==> src/rtl/fpmul_arb_pkg.sv <==
// Shared types and defaults for the FPmul arbiter slice.
package fpmul_arb_pkg;

    localparam int unsigned DEF_LAT   = 4;
    localparam int unsigned DEF_DEPTH = 4;
    localparam int unsigned TAG_ID_W  = 8;

    typedef logic [31:0] fp32_t;

    // Tag carried alongside each multiply through the FPmul pipeline.
    typedef struct packed {
        logic                valid;
        logic [TAG_ID_W-1:0] id;
    } tag_t;

endpackage

==> src/rtl/fpmul_arb_fifo.sv <==
// Per-requester response FIFO: ring buffer with occupancy count, push and pop
// allowed on the same edge even when full.
module fpmul_arb_fifo
    import fpmul_arb_pkg::*;
#(
    parameter int unsigned DEPTH = DEF_DEPTH,
    parameter int unsigned CW    = $clog2(DEPTH + 1)
) (
    input  logic          clk,
    input  logic          rst_n,
    input  logic          push,
    input  fp32_t         push_data,
    input  logic          pop,
    output fp32_t         pop_data,
    output logic [CW-1:0] count
);

    localparam int unsigned PW = (DEPTH > 1) ? $clog2(DEPTH) : 1;

    fp32_t         mem [DEPTH];
    logic [PW-1:0] wr_ptr;
    logic [PW-1:0] rd_ptr;

    assign pop_data = mem[rd_ptr];

    // Storage write; a push into a full FIFO lands in the slot being popped.
    always_ff @(posedge clk) begin
        if (push) begin
            mem[wr_ptr] <= push_data;
        end
    end

    // Pointer and occupancy bookkeeping.
    always_ff @(posedge clk or negedge rst_n) begin
        if (!rst_n) begin
            wr_ptr <= '0;
            rd_ptr <= '0;
            count  <= '0;
        end else begin
            if (push) begin
                wr_ptr <= (wr_ptr == PW'(DEPTH - 1)) ? '0 : wr_ptr + 1'b1;
            end
            if (pop) begin
                rd_ptr <= (rd_ptr == PW'(DEPTH - 1)) ? '0 : rd_ptr + 1'b1;
            end
            case ({push, pop})
                2'b10:   count <= count + 1'b1;
                2'b01:   count <= count - 1'b1;
                default: count <= count;
            endcase
        end
    end

endmodule

==> src/rtl/fpmul_arbiter.sv <==
// Round-robin arbiter sharing one pipelined FPmul between N_REQ requesters,
// with credit-based per-requester response FIFOs.
module fpmul_arbiter
    import fpmul_arb_pkg::*;
#(
    parameter int unsigned N_REQ = 2,
    parameter int unsigned LAT   = DEF_LAT,
    parameter int unsigned DEPTH = DEF_DEPTH
) (
    input  logic                   clk,
    input  logic                   rst_n,
    input  logic [N_REQ-1:0]       req_valid,
    output logic [N_REQ-1:0]       req_ready,
    input  logic [N_REQ-1:0][31:0] req_a,
    input  logic [N_REQ-1:0][31:0] req_b,
    output logic [N_REQ-1:0]       rsp_valid,
    output logic [N_REQ-1:0][31:0] rsp_data,
    input  logic [N_REQ-1:0]       rsp_ready,
    output fp32_t                  mul_a,
    output fp32_t                  mul_b,
    input  fp32_t                  mul_z
);

    localparam int unsigned IDW = (N_REQ > 1) ? $clog2(N_REQ) : 1;
    localparam int unsigned CW  = $clog2(DEPTH + 1);
    localparam int unsigned SW  = CW + 1;

    logic [N_REQ-1:0] elig;
    logic [N_REQ-1:0] push;
    logic [N_REQ-1:0] pop;
    logic             grant_vld;
    logic [IDW-1:0]   grant_idx;
    logic [IDW-1:0]   rr;
    logic             issue;
    int unsigned      scan;
    tag_t             tags [LAT];
    tag_t             tag_out;

    assign issue   = grant_vld & rst_n;
    assign tag_out = tags[LAT-1];

    // Round-robin search for the first eligible requester at or above rr.
    always_comb begin
        grant_vld = 1'b0;
        grant_idx = '0;
        scan      = 0;
        for (int unsigned k = 0; k < N_REQ; k++) begin
            scan = (32'(rr) + k) % N_REQ;
            if (!grant_vld && elig[scan[IDW-1:0]]) begin
                grant_vld = 1'b1;
                grant_idx = scan[IDW-1:0];
            end
        end
    end

    // Only the granted requester sees ready; held low throughout reset.
    always_comb begin
        req_ready = '0;
        if (issue) begin
            req_ready[grant_idx] = 1'b1;
        end
    end

    // Pointer, FPmul operand registers and the tag pipeline that mirrors FPmul.
    always_ff @(posedge clk or negedge rst_n) begin
        if (!rst_n) begin
            rr    <= '0;
            mul_a <= '0;
            mul_b <= '0;
            for (int unsigned j = 0; j < LAT; j++) begin
                tags[j] <= '0;
            end
        end else begin
            if (issue) begin
                rr    <= (grant_idx == IDW'(N_REQ - 1)) ? '0 : grant_idx + 1'b1;
                mul_a <= req_a[grant_idx];
                mul_b <= req_b[grant_idx];
            end
            tags[0].valid <= issue;
            tags[0].id    <= TAG_ID_W'(grant_idx);
            for (int unsigned j = 1; j < LAT; j++) begin
                tags[j] <= tags[j-1];
            end
        end
    end

    for (genvar g = 0; g < N_REQ; g++) begin : g_req
        logic [CW-1:0] inflight;
        logic [CW-1:0] cnt;
        logic          inc;
        logic          dec;

        assign inc       = issue && (grant_idx == IDW'(g));
        assign dec       = push[g];
        assign push[g]   = tag_out.valid && (tag_out.id == TAG_ID_W'(g));
        assign pop[g]    = rsp_valid[g] && rsp_ready[g];
        assign rsp_valid[g] = (cnt != '0);
        // Credits cover both results still in FPmul and results parked in the
        // FIFO, so a push on exit can never overflow.
        assign elig[g]   = req_valid[g] && ((SW'(inflight) + SW'(cnt)) < SW'(DEPTH));

        // Count of this requester's multiplies still inside FPmul.
        always_ff @(posedge clk or negedge rst_n) begin
            if (!rst_n) begin
                inflight <= '0;
            end else begin
                case ({inc, dec})
                    2'b10:   inflight <= inflight + 1'b1;
                    2'b01:   inflight <= inflight - 1'b1;
                    default: inflight <= inflight;
                endcase
            end
        end

        fpmul_arb_fifo #(
            .DEPTH (DEPTH),
            .CW    (CW)
        ) u_fifo (
            .clk       (clk),
            .rst_n     (rst_n),
            .push      (push[g]),
            .push_data (mul_z),
            .pop       (pop[g]),
            .pop_data  (rsp_data[g]),
            .count     (cnt)
        );
    end

endmodule

==> config.mk <==
export PLATFORM = sky130hd
export DESIGN_NAME = fpmul_arbiter
export DESIGN_NICKNAME = d
export VERILOG_FILES = /design/src/rtl/fpmul_arb_pkg.sv /design/src/rtl/fpmul_arb_fifo.sv /design/src/rtl/fpmul_arbiter.sv
export SDC_FILE = /design/constraint.sdc
export NUM_CORES = 1
export LEC_CHECK = 0
export ABC_AREA = 1
export CAP_MARGIN = 20
export CORE_UTILIZATION = 55
export DETAILED_ROUTE_END_ITERATION = 8
export GPL_TIMING_DRIVEN = 0
export HOLD_SLACK_MARGIN = 0.05
export PLACE_DENSITY_LB_ADDON = 0.25
export SLEW_MARGIN = 0
export SYNTH_ARGS = -nofsm -noshare
export SYNTH_HDL_FRONTEND = slang
export SYNTH_SLANG_ARGS = --single-unit
==> constraint.sdc <==
create_clock -name clk -period 6.05 [get_ports clk]
set_clock_uncertainty 0.1 [all_clocks]
set_input_delay 0.605 -clock clk [delete_from_list [all_inputs] [get_ports clk]]
set_output_delay 0.605 -clock clk [all_outputs]
set_load 0.1 [all_outputs]
==> results.md <==
* Status: complete, no violations
* Largest net degree at the start of global routing at 61
* Worst Path Required at 5340 ps
* Synth Cell Area at 14300 um^2
* Drt via density at 5.47
* Net count after synthesis at 1453
* Critical Path Most Common Cell: buf_2
* Dominant cell type by area after synthesis: edfxtp_1
* Clk Latency, worst-skew pair at 510 ps
* Tmin final at 4350 ps
* Commonest cells after routing, fill and taps aside: nand2_1, clkdlybuf4s50_1, edfxtp_1
* Period utilization at 71.9%
* Syn Area/Cell at 11.3 um^2
* Startpoint types: flop
* Post-DRT Antenna Nets at 0
* Post-CTS Resized at 0
* Buf+Inv Stages, Crit Path at 5
* Maximum buffer depth of the clock tree at 3
* Number of global-route vias before repair at 10804
* Clock Tree Root: clkbuf_16
* Crit path max-delay family: buffers and inverters
* Crit path DAT at 3640 ps
* FP Rows at 58
* Syn-to-layout area delta at 34.2%
* Initial drt markers at 857
* Worst-margin pin slew at 1090 ps
* Yosys reg bits at 349
* Remaining DRCs at 0
* Final number of hold-violating endpoints at 0
* Area share of the largest cell type after synthesis at 53.9%
* Synth area leaders: edfxtp_1, dfrtp_1, nand2_1, o21ai_0, nor2_1
* Most common cell after layout, fill and taps aside: nand2_1
* Slew headroom at 27.3%
* Die Width at 163 um
* Area of the core at 25300 um^2
* Total gr overflow at 0
* Setup Buffers After CTS at 0
* Finished Cell Area at 19200 um^2
* Initial antenna violation count at 3
* Warnings, synthesis at 0
* Total track usage at 29.4%
* Nets at 1797
* Worst-path fanout max at 10
* TritonCTS clock tree: done
* Post-DP Area at 17900 um^2
* CP Capture Type: output port
* Hpwl dp at 26.5 mm
* Worst hold slack at 250 ps
* Fraction of layout cells with a size suffix above 1 at 7.46%
* RSZ-0062 raised after global routing: false
* Synth cell types at 21
* Total die area at 26600 um^2
* Worst path slowest cell: clkdlybuf4s50_1
* Max stage delay on crit path at 1210 ps
* Port Buffer Count at 297
* Die Ht at 163 um
* First-pass GRT wire length at 58.4 mm
* # H-tree levels at 2
* TritonCTS Buffers at 35
* Final-report max-slew violation count at 0
* Number of cells after detailed placement at 1901
* Clk sink count at 349
* Area of the multi-input gates at 3770 um^2
* Routed vias at 10771
* FF/Latch Area at 10000 um^2
* Placer Congestion at 0.934
* Post-synthesis sequential area ratio at 70.2%
* WL/cell at 19.3 um
* Max-Cap Viols at 0
* Total wire length at 38.1 mm
* Mapped Cells at 1265
* Crit path kind: reg2out
* Fin cells at 1970
* # hold bufs at CTS at 1
* Final setup vio count at 0
* # IOs at 298
* Fillers at 1684
* Worst hold path type: reg2reg
* Fmax at 230 MHz
* Worst path cell trace: buf_2 > inv_1 > buf_2 > clkbuf_1 > o21ai_0 > o22ai_1 > clkdlybuf4s50_1
* Starting density of the core at 56.4%
* Worst-path clk slew at 60 ps
* Number of detailed-route iterations in the first pass at 5
## cells in the mapped netlist, drive strengths merged
cell type	n
o22ai	64
nand2	336
nand3	72
ha	18
nor2	143
buf	44
o21ai	145
edfxtp	256
xor2	2
and2	2
clkbuf	30
xnor2	6
inv	44
fa	4
nand4	1
dfrtp	93
a21oi	5
## final timing paths
kind	depth (start not counted)	startpoint	slack, ps	end
min in group asynchronous	2	rst_n	500	mul_a[2]
max	7	g_req[1].u_fifo.rd_ptr[0]	1700	rsp_data[46]
min reg2reg	0	tags[18]	250	tags[9]
max reg2reg	15	g_req[0].inflight[2]	3300	g_req[1].inflight[2]
min	0	tags[18]	250	tags[9]
max in group asynchronous	3	rst_n	4660	mul_b[19]
## sequential cells by signal (all words and copies together), names as in the netlist, 2 cells and up
register and flops:
g_req.u_fifo.mem 256, g_req.u_fifo.rd_ptr 4, tags 6, g_req.u_fifo.count 6, g_req.inflight 6, tag_out 2
mul_a 32, g_req.u_fifo.wr_ptr 4, mul_b 32
## per-layer routing
layer | GRT usage (%) | part of all wire (%) | vias up
met5 | 0 | 0 | -
met4 | 12.7 | 4.1 | 0
met3 | 7.29 | 8.6 | 102
met2 | 49.7 | 50 | 509
met1 | 35.8 | 37 | 5108
li1 | - | - | 5052
## cell families (layout without fill, tap and decap cells)
logic type,Yosys count,count (layout),share of synthesized area [%]
AO/OA/AOI/OAI,214,214,8.09
XOR/XNOR,8,8,0.491
adder cells (fa/ha/maj),22,22,2.14
buffers and inverters,118,489,3.87
flip-flops,349,349,70.2
other,0,4,0
AND/OR/NAND/NOR,554,554,15.3
## cell type report
type / instances / share of cell area (%)
diodes: 4 / 0.0523
plain buffers: 74 / 2.02
inverters: 44 / 0.862
well taps: 330 / 2.16
clock inverters: 15 / 0.725
repair buffers: 307 / 16.7
clock buffers: 49 / 5.54
flip-flops and latches: 349 / 52.3
multi-input cells: 798 / 19.7
## metrics by stage
step / utilization [%] / setup TNS [ps] / setup slack [ps]
2_1_floorplan: - / 0 / 2380
3_3_place_gp: 69.7 / -2720 / -1280
3_5_place_dp: 70.8 / 0 / 2080
4_1_cts: 75.6 / 0 / 1700
5_1_grt: 75.6 / 0 / 1620
6_report: 75.6 / 0 / 1700
Power is left out: the tool's default activity adds up to more than one toggle a clock period on the data nets, which glitch-free logic cannot reach.
